==> config.mk <==
export PLATFORM = sky130hd
export DESIGN_NAME = wb_stage_flat
export DESIGN_NICKNAME = d
export VERILOG_FILES = /design/src/rtl/wb_stage_if.sv /design/src/rtl/wb_stage.sv /design/src/flat_wrapper.sv
export SDC_FILE = /design/constraint.sdc
export NUM_CORES = 1
export LEC_CHECK = 0
export ABC_CLOCK_PERIOD_IN_PS = 4750
export CELL_PAD_IN_SITES_DETAIL_PLACEMENT = 2
export CELL_PAD_IN_SITES_GLOBAL_PLACEMENT = 2
export CORE_MARGIN = 2
export CORE_UTILIZATION = 30
export DETAILED_ROUTE_END_ITERATION = 16
export PLACE_DENSITY_LB_ADDON = 0.1
export REMOVE_ABC_BUFFERS = 1
export SKIP_CTS_REPAIR_TIMING = 1
export SLEW_MARGIN = 30
export SYNTH_ARGS = -nofsm -noshare
export SYNTH_HDL_FRONTEND = slang
export SYNTH_SLANG_ARGS = --single-unit
==> constraint.sdc <==
create_clock -name clk -period 4.75 [get_ports clk]
set_clock_uncertainty 0.2 [all_clocks]
set_input_delay 1.425 -clock clk [delete_from_list [all_inputs] [get_ports clk]]
set_output_delay 1.425 -clock clk [all_outputs]
set_load 0.02 [all_outputs]
==> src/rtl/wb_stage_if.sv <==
// MEM-to-WB bundle: MEM results and pipeline control in, register-file write port and
// retire/trap status out. master drives the MEM side, slave is the writeback stage.
interface wb_stage_if;
   logic        mem_valid;
   logic        mem_regWr;
   logic [4:0]  mem_writeimport;
   logic [31:0] mem_alu_result;
   logic [31:0] mem_load_data;
   logic [1:0]  mem_wb_sel;
   logic [2:0]  mem_ld_type;
   logic [31:0] mem_pc;
   logic        stall;
   logic        flush;
   logic [4:0]  writeimport;
   logic [31:0] Writedata;
   logic        regWr;
   logic        wb_excp;
   logic [31:0] wb_badaddr;
   logic [31:0] wb_instret;

   modport master (
      output mem_valid, mem_regWr, mem_writeimport, mem_alu_result, mem_load_data,
             mem_wb_sel, mem_ld_type, mem_pc, stall, flush,
      input  writeimport, Writedata, regWr, wb_excp, wb_badaddr, wb_instret
   );

   modport slave (
      input  mem_valid, mem_regWr, mem_writeimport, mem_alu_result, mem_load_data,
             mem_wb_sel, mem_ld_type, mem_pc, stall, flush,
      output writeimport, Writedata, regWr, wb_excp, wb_badaddr, wb_instret
   );
endinterface

==> src/rtl/wb_stage.sv <==
// MEM/WB pipeline register and writeback: load extraction, data select, one-shot
// register-file write under stall, misaligned-load trap and retired-instruction counter.
module wb_stage #(
   parameter logic [31:0] RESET_PC = 32'h0000_0000,
   parameter logic [31:0] LINK_OFS = 32'd8
) (
   input logic        clk,
   input logic        rst,
   wb_stage_if.slave  wb
);

   // Handshake: mem_valid qualifies the MEM fields at each posedge; there is no ready,
   // the upstream holds via stall; wb_fired marks an instruction already written/retired.
   logic        valid_q, valid_d;
   logic        fired_q, fired_d;
   logic        load_en;
   logic        regwr_q;
   logic [4:0]  waddr_q;
   logic [31:0] alu_q;
   logic [31:0] ld_data_q;
   logic [1:0]  sel_q;
   logic [2:0]  ld_type_q;
   logic [31:0] pc_q;
   logic [31:0] instret_q, instret_d;
   logic [31:0] badaddr_q, badaddr_d;
   logic        excp_q, excp_d;

   logic        retire;
   logic        misalign;
   logic        wr_en;
   logic [7:0]  ld_byte;
   logic [15:0] ld_half;
   logic [31:0] ld_ext;
   logic [31:0] wdata;

   always_comb begin
      valid_d = valid_q;
      fired_d = fired_q;
      load_en = 1'b0;
      if (wb.flush) begin
         valid_d = 1'b0;
         fired_d = 1'b0;
      end else if (wb.stall) begin
         fired_d = fired_q | valid_q;
      end else begin
         valid_d = wb.mem_valid;
         fired_d = 1'b0;
         load_en = 1'b1;
      end
   end

   always_comb begin
      misalign = 1'b0;
      if (sel_q == 2'b01) begin
         case (ld_type_q)
            3'b001, 3'b010: misalign = 1'b0;
            3'b011, 3'b100: misalign = alu_q[0];
            default:        misalign = |alu_q[1:0];
         endcase
      end
   end

   // Big-endian lanes: byte address 0 is the most significant byte of the word.
   always_comb begin
      ld_byte = 8'h00;
      case (alu_q[1:0])
         2'd0: ld_byte = ld_data_q[31:24];
         2'd1: ld_byte = ld_data_q[23:16];
         2'd2: ld_byte = ld_data_q[15:8];
         2'd3: ld_byte = ld_data_q[7:0];
         default: ld_byte = 8'h00;
      endcase
      ld_half = alu_q[1] ? ld_data_q[15:0] : ld_data_q[31:16];
      case (ld_type_q)
         3'b001:  ld_ext = {{24{ld_byte[7]}}, ld_byte};
         3'b010:  ld_ext = {24'h0, ld_byte};
         3'b011:  ld_ext = {{16{ld_half[15]}}, ld_half};
         3'b100:  ld_ext = {16'h0, ld_half};
         default: ld_ext = ld_data_q;
      endcase
   end

   always_comb begin
      case (sel_q)
         2'b01:   wdata = ld_ext;
         2'b10:   wdata = pc_q + LINK_OFS;
         default: wdata = alu_q;
      endcase
   end

   assign retire    = valid_q & ~fired_q;
   assign wr_en     = retire & regwr_q & ~misalign & (waddr_q != 5'd0);
   assign instret_d = instret_q + {31'd0, retire};
   assign excp_d    = retire & misalign;
   assign badaddr_d = excp_d ? alu_q : badaddr_q;

   always_ff @(posedge clk) begin
      if (rst) begin
         valid_q   <= 1'b0;
         fired_q   <= 1'b0;
         regwr_q   <= 1'b0;
         waddr_q   <= 5'd0;
         alu_q     <= 32'd0;
         ld_data_q <= 32'd0;
         sel_q     <= 2'd0;
         ld_type_q <= 3'd0;
         pc_q      <= RESET_PC;
         instret_q <= 32'd0;
         badaddr_q <= 32'd0;
         excp_q    <= 1'b0;
      end else begin
         valid_q   <= valid_d;
         fired_q   <= fired_d;
         instret_q <= instret_d;
         badaddr_q <= badaddr_d;
         excp_q    <= excp_d;
         if (load_en) begin
            regwr_q   <= wb.mem_regWr;
            waddr_q   <= wb.mem_writeimport;
            alu_q     <= wb.mem_alu_result;
            ld_data_q <= wb.mem_load_data;
            sel_q     <= wb.mem_wb_sel;
            ld_type_q <= wb.mem_ld_type;
            pc_q      <= wb.mem_pc;
         end
      end
   end

   assign wb.regWr       = wr_en;
   assign wb.writeimport = wr_en ? waddr_q : 5'd0;
   assign wb.Writedata   = wr_en ? wdata : 32'd0;
   assign wb.wb_excp     = excp_q;
   assign wb.wb_badaddr  = badaddr_q;
   assign wb.wb_instret  = instret_q;

endmodule
==> src/flat_wrapper.sv <==
// flat-port wrapper written by rule: the top's interface ports become plain ports
module wb_stage_flat 
#(
   parameter logic [31:0] RESET_PC = 32'h0000_0000,
   parameter logic [31:0] LINK_OFS = 32'd8
)
  (clk, rst, wb_mem_valid, wb_mem_regWr, wb_mem_writeimport, wb_mem_alu_result, wb_mem_load_data, wb_mem_wb_sel, wb_mem_ld_type, wb_mem_pc, wb_stall, wb_flush, wb_writeimport, wb_Writedata, wb_regWr, wb_wb_excp, wb_wb_badaddr, wb_wb_instret);
  wb_stage_if wb_i ();
  input logic clk;
  input logic rst;
  input wire logic [$bits(wb_i.mem_valid)-1:0] wb_mem_valid;
  input wire logic [$bits(wb_i.mem_regWr)-1:0] wb_mem_regWr;
  input wire logic [$bits(wb_i.mem_writeimport)-1:0] wb_mem_writeimport;
  input wire logic [$bits(wb_i.mem_alu_result)-1:0] wb_mem_alu_result;
  input wire logic [$bits(wb_i.mem_load_data)-1:0] wb_mem_load_data;
  input wire logic [$bits(wb_i.mem_wb_sel)-1:0] wb_mem_wb_sel;
  input wire logic [$bits(wb_i.mem_ld_type)-1:0] wb_mem_ld_type;
  input wire logic [$bits(wb_i.mem_pc)-1:0] wb_mem_pc;
  input wire logic [$bits(wb_i.stall)-1:0] wb_stall;
  input wire logic [$bits(wb_i.flush)-1:0] wb_flush;
  output wire logic [$bits(wb_i.writeimport)-1:0] wb_writeimport;
  output wire logic [$bits(wb_i.Writedata)-1:0] wb_Writedata;
  output wire logic [$bits(wb_i.regWr)-1:0] wb_regWr;
  output wire logic [$bits(wb_i.wb_excp)-1:0] wb_wb_excp;
  output wire logic [$bits(wb_i.wb_badaddr)-1:0] wb_wb_badaddr;
  output wire logic [$bits(wb_i.wb_instret)-1:0] wb_wb_instret;
  assign wb_i.mem_valid = wb_mem_valid;
  assign wb_i.mem_regWr = wb_mem_regWr;
  assign wb_i.mem_writeimport = wb_mem_writeimport;
  assign wb_i.mem_alu_result = wb_mem_alu_result;
  assign wb_i.mem_load_data = wb_mem_load_data;
  assign wb_i.mem_wb_sel = wb_mem_wb_sel;
  assign wb_i.mem_ld_type = wb_mem_ld_type;
  assign wb_i.mem_pc = wb_mem_pc;
  assign wb_i.stall = wb_stall;
  assign wb_i.flush = wb_flush;
  assign wb_writeimport = wb_i.writeimport;
  assign wb_Writedata = wb_i.Writedata;
  assign wb_regWr = wb_i.regWr;
  assign wb_wb_excp = wb_i.wb_excp;
  assign wb_wb_badaddr = wb_i.wb_badaddr;
  assign wb_wb_instret = wb_i.wb_instret;
  wb_stage #(.RESET_PC(RESET_PC), .LINK_OFS(LINK_OFS)) u_core (.clk(clk), .rst(rst), .wb(wb_i));
endmodule
==> impl_metrics.ini, run 1 <==
[synthesis]
synth.area.top_cells = dfxtp_1, nand2_1, a21oi_1
syn-cell-area_sq_um = 8280
avgSynthCellArea_sq_um = 7.79
ys_warn_count = 0
yosysUniqueCellTypes = 52
synth_edf_count = 0
syn_inst = 1063
synth_flop_cell = dfxtp_1
synth-seq-cells = 174
yosysTopAreaCell = dfxtp_1
async_reset_ff_share_pct = 0
yosysTopAreaCellShare_pct = 42.1
synth-seq-area-share_pct = 42.1

[setup_path]
cp-start-kind = flop
reg2reg_setup_slack_ps = 1890
cp.required_ps = 3120
critical_path_class = reg -> out
path_max_fanout = 7
end_kind = output pin
cp_data_arrival_time_ps = 2940

[power]
powerDensity_nw_per_um2 = 289
ir_worst_vdd_uv = 187
power_leakage_nw = 4.90

[cts]
root_buffer = clkbuf_16
cts_tree = built
clk_latency_ps = 430
cts_max_path_buffers = 2
clk_pin_slew_ps = 70
clock_sinks = 174
cts_buffers = 17
htreeDepth = 4

[timing]
hold_viol = 0
fmax_mhz = 219
worst_slew_pin_slew_ps = 864
finalMaxSlewViolations = 0
setup_violations = 0
finalCritPeriodShare_pct = 96.2
rsz0062_at_grt = no
tns_ps = 0
holdWs_ps = 265
slew_headroom_pct = 42.4
period_needed_ps = 4570

[die]
die_y_microns = 170
rows = 60
ios = 215
fp.dieW_microns = 170
core_sq_um = 27000
start_util_pct = 30.6
die-area_sq_um = 29000

[global_route]
grt_pass1_vias = 8799
antenna_found_initial = 3
grt_pass1_wl_microns = 49700
grt_overflow = 0
track_usage_pct = 22.0
grt_start_max_net_pins = 108

[job]
maxCapViolCount = 0

[place]
io_buffers = 214
gp_congestion = 0.820
dp_hpwl_microns = 22300

[drt]
drt_iter0_drc = 373
viasPerCell = 5.30
avgRoutedWirePerCell_microns = 20.5
ant_nets = 0
vias = 8536
drc = 0
wl_microns = 33000
first_pass_iters = 4

[finish]
finish.utilization_pct = 43.1
drive_above_1_share_pct = 7.81
finalNetCount = 1372
fillers = 2999
area_growth_pct = 40.8

[run_status]
status = complete, no violations

[hold_path]
hold_class = reg -> reg
[area by class of cell]
cell class / count / area, sq um / share of cell area, %
Multi-Input combinational cell: 785 / 4490 / 38.5
Tap cell: 341 / 427 / 3.66
Clock inverter: 12 / 150 / 1.29
Clock buffer: 19 / 443 / 3.80
Inverter: 28 / 105 / 0.901
Timing Repair Buffer: 249 / 2550 / 21.9
Antenna cell: 2 / 5.00 / 0.0429
Sequential cell: 174 / 3490 / 29.9
[worst max-delay path: stages (launching register included)]
cell and delay [ps]:
dfxtp_1 420, nand4_1 170, buf_4 210, or4_2 810
o21a_1 240, o21ai_0 280, a31oi_1 120, dlymetal6s2s_1 250
[flip-flops by register name, indices dropped and copies added, names as in the netlist]
signal / flops
u_core.pc_q: 32
u_core.fired_q: 1
u_core.wb.wb_badaddr: 32
u_core.alu_q: 32
u_core.ld_type_q: 3
u_core.wb.wb_instret: 32
u_core.sel_q: 2
u_core.valid_q: 1
u_core.ld_data_q: 32
u_core.waddr_q: 5
u_core.regwr_q: 1
u_core.wb.wb_excp: 1
[cell usage in the layout, fill, tap and decap left out, types with 3 or more instances in the layout]
cell type / Yosys / final
or3_1: 12 / 12
ha_1: 5 / 4
a21oi_1: 140 / 140
nand2_1: 257 / 257
xnor2_1: 11 / 10
nor2b_1: 4 / 4
or4_4: 2 / 3
buf_4: 3 / 31
o211ai_1: 6 / 6
inv_1: 28 / 28
and3_1: 7 / 7
inv_6: 0 / 4
o221a_2: 12 / 12
buf_12: 0 / 4
o31ai_1: 3 / 3
mux2i_1: 50 / 50
clkdlybuf4s50_1: 0 / 176
nor4_1: 4 / 3
dlymetal6s2s_1: 0 / 36
nand3_1: 20 / 19
and2_1: 7 / 7
a32o_1: 6 / 6
and4_1: 10 / 10
a221oi_1: 20 / 20
a31oi_1: 4 / 4
or4_1: 4 / 4
dfxtp_1: 174 / 170
o31a_1: 3 / 3
nor2_1: 83 / 82
xor2_1: 29 / 29
nor3_1: 7 / 7
o221ai_1: 8 / 8
nand4_1: 18 / 18
o21ai_0: 29 / 28
clkbuf_16: 0 / 17
dfxtp_2: 0 / 4
[cells by family (layout without fill, tap and decap cells)]
| group | count (synthesis) | count (layout) | share of synthesized area (%) |
|---|---|---|---|
| AO/OA/AOI/OAI | 242 | 242 | 18.0 |
| XOR/XNOR | 40 | 40 | 4.23 |
| adder cells (fa/ha/maj) | 5 | 5 | 0.755 |
| buffers and inverters | 106 | 308 | 5.03 |
| flip-flops | 174 | 174 | 42.1 |
| multiplexers | 50 | 50 | 6.04 |
| other | 0 | 2 | 0 |
| AND/OR/NAND/NOR | 446 | 448 | 23.8 |
[per-layer routing]
metal / share of wire, % / global-route usage, % / vias to the layer above
met3: 5.2 / 3.95 / 27
li1: - / - / 4062
met4: 1.4 / 5.02 / 2
met2: 48 / 37.6 / 198
met5: 0.039 / 0 / -
met1: 45 / 28.9 / 4247
[cell usage after synthesis, types with 2 or more instances]
master / instances
nand2_1: 257
dfxtp_1: 174
a21oi_1: 140
nor2_1: 83
clkbuf_1: 64
mux2i_1: 50
o21ai_0: 29
xor2_1: 29
inv_1: 28
a221oi_1: 20
nand3_1: 20
nand4_1: 18
o221a_2: 12
or3_1: 12
xnor2_1: 11
and4_1: 10
o221ai_1: 8
and2_1: 7
and3_1: 7
nor3_1: 7
a32o_1: 6
buf_2: 6
o211ai_1: 6
buf_1: 5
ha_1: 5
a31oi_1: 4
nor2b_1: 4
nor4_1: 4
or4_1: 4
buf_4: 3
o31a_1: 3
o31ai_1: 3
a21o_1: 2
a311oi_1: 2
nor3b_1: 2
or4_4: 2
[report_power, final]
part	total [mW]	switching [mW]	internal, mW	leakage (nW)
Clock	1.46	0.655	0.803	0.285
Sequential	1.55	0.0494	1.50	1.42
Combinational	0.359	0.197	0.162	3.20
Total	3.37	0.902	2.47	4.90
[through the flow]
| step | area [sq um] | power [mW] | worst slack [ps] | instances |
|---|---|---|---|---|
| after global routing | 11700 | 3.52 | 69.1 | 1608 |
| after CTS | 11400 | 3.41 | -215 | 1599 |
| final | 11700 | 3.37 | 181 | 1610 |
| after detailed placement | 10800 | 1.94 | 300 | 1568 |
| after global placement | 10800 | 1.93 | 170 | 1568 |
| after floorplan | 7970 | 1.71 | -473 | 985 |
[final timing paths]
kind	startpoint	to	cells past startpoint
worst min register to register	u_core.pc_q[0]	u_core.pc_q[0]	2
worst max register to register	u_core.valid_q	u_core.wb.wb_instret[26]	9
worst min-delay path	u_core.pc_q[0]	u_core.pc_q[0]	2
worst max-delay path	u_core.pc_q[11]	wb_Writedata[22]	7
(Power assumes the default switching activity.)
==> inputs of run 2 (changes only) <==
- SETUP_SLACK_MARGIN: default -> 0.15
==> impl_metrics.ini, run 2 (same netlist as run 1, synthesis figures left out) <==
[cts]
cts_buffers = 17
clk_pin_slew_ps = 70
cts_tree = built
clk_latency_ps = 440
clock_sinks = 174
htreeDepth = 4
root_buffer = clkbuf_16
cts_max_path_buffers = 2

[place]
post-place-cells = 1568
gp_congestion = 0.820
dp_hpwl_microns = 22300
place_area_sq_um = 10800
io_buffers = 214

[power]
power_mw = 3.37
combinationalPowerShare_pct = 10.6
ir_worst_vdd_uv = 187
switching_share_pct = 26.9
seq_power_share_pct = 46.0
power_frac_clock_pct = 43.4
powerDensity_nw_per_um2 = 289
power_switching_uw = 906
power_leakage_nw = 4.91
p_int_mw = 2.47

[setup_path]
reg2reg_setup_slack_ps = 1880
rr_worst_depth = 9
path_max_fanout = 8
critical_path_class = reg -> out
setup.worst_path.end = wb_Writedata[25]
cp_slowest_cell = or4_4
end_kind = output pin
crit_path_cell_trace = nand4_1, buf_4, or4_4, buf_4, or4_1, a21oi_1, o221a_2, clkbuf_2
crit-reg2reg-launch = u_core.valid_q
cp.required_ps = 3120
cp-start-kind = flop
crit_top_cell = buf_4
startpoint = u_core.pc_q[11]
max_stage_delay_ps = 610
cp_data_arrival_time_ps = 2950
rr_endpoint = u_core.wb.wb_instret[26]

[global_route]
busiest_layer = met2
grt_pass1_vias = 8799
grt_overflow = 0
track_usage_pct = 22.0
grt_pass1_wl_microns = 49700
grtUsageMet1_pct = 28.9
antenna_found_initial = 2
grt_start_max_net_pins = 108
grtUsageMet3_pct = 3.95
grt_util_met2_pct = 37.6

[timing]
finalCritPeriodShare_pct = 96.4
tns_ps = 0
setup_violations = 0
period_needed_ps = 4580
hold_viol = 0
slew_headroom_pct = 42.8
finalMaxSlewViolations = 0
worst_slew_pin_slew_ps = 857
rsz0062_at_grt = yes
fmax_mhz = 218

[finish]
finish.utilization_pct = 43.1
fillers = 3003
final_common_cell = nand2_1
final_cell_mix = nand2_1, clkdlybuf4s50_1, dfxtp_1, a21oi_1, nor2_1
stdcell_count = 1610
design_area_sq_um = 11700
area_growth_pct = 40.8
drive_above_1_share_pct = 7.97
finalNetCount = 1373

[drt]
viasPerCell = 5.29
drc = 0
avgRoutedWirePerCell_microns = 20.5
ant_nets = 0
wl_microns = 33000
vias = 8519
first_pass_iters = 4
drt_iter0_drc = 431

[die]
fp.dieW_microns = 170
start_util_pct = 30.6
core_sq_um = 27000
ios = 215
rows = 60
die_y_microns = 170
die-area_sq_um = 29000

[run_status]
status = complete, no violations

[job]
maxCapViolCount = 0

[hold_path]
hold_class = reg -> reg
## run 2: cell count changes in the layout (fill, tap and decap cells not counted), sizes merged
cell,before,now
buf,37,38
clkbuf,19,20
clkdlybuf4s50,176,175
diode,2,1
## run 2: cell type report
type                       count  area [sq um]  area share (%)
antenna                        1          2.50          0.0215
clock buffer                  19           443            3.80
clock inverter                12           150            1.29
inverter                      28           105           0.901
multi-input combinational    785          4490            38.5
sequential                   174          3490            29.9
tap                          341           427            3.66
timing repair buffer         250          2550            21.9
## run 2: power groups by stage
stage          registers, mW  logic [mW]  clock network (mW)
2_1_floorplan           1.57       0.147                   0
3_3_place_gp            1.58       0.351                   0
3_5_place_dp            1.58       0.357                   0
4_1_cts                 1.55       0.361                1.50
5_1_grt                 1.56       0.395                1.57
6_report                1.55       0.359                1.46
## run 2: metal layers
layer / wire [microns] / up-vias
met3: 1550 / 34
met2: 16000 / 189
met4: 494 / 2
met1: 15000 / 4223
met5: 13 / -
li1: - / 4071
## run 2: worst min path at each step
stage	from	cells past startpoint	endpoint
global placement	u_core.pc_q[1]	2	u_core.pc_q[1]
floorplan	u_core.pc_q[0]	2	u_core.pc_q[0]
global route	u_core.pc_q[0]	2	u_core.pc_q[0]
finish	u_core.pc_q[0]	2	u_core.pc_q[0]
CTS	u_core.pc_q[0]	2	u_core.pc_q[0]
detailed placement	u_core.pc_q[0]	2	u_core.pc_q[0]
## run 2: metrics by stage
step                      setup slack (ps)  hold slack [ps]
after floorplan                       -473              230
after global placement                 170              253
after detailed placement               300              254
after CTS                             -215              265
after global routing                  61.4              288
final                                  171              261
## run 2: worst max-delay path, delay by kind of cell, from the launching register on
family / cells / cell delay [ps]
buffers and inverters: 3 / 550
DFF: 1 / 420
and+or+nand+nor: 3 / 1170
AOI/OAI and AO/OA: 2 / 370
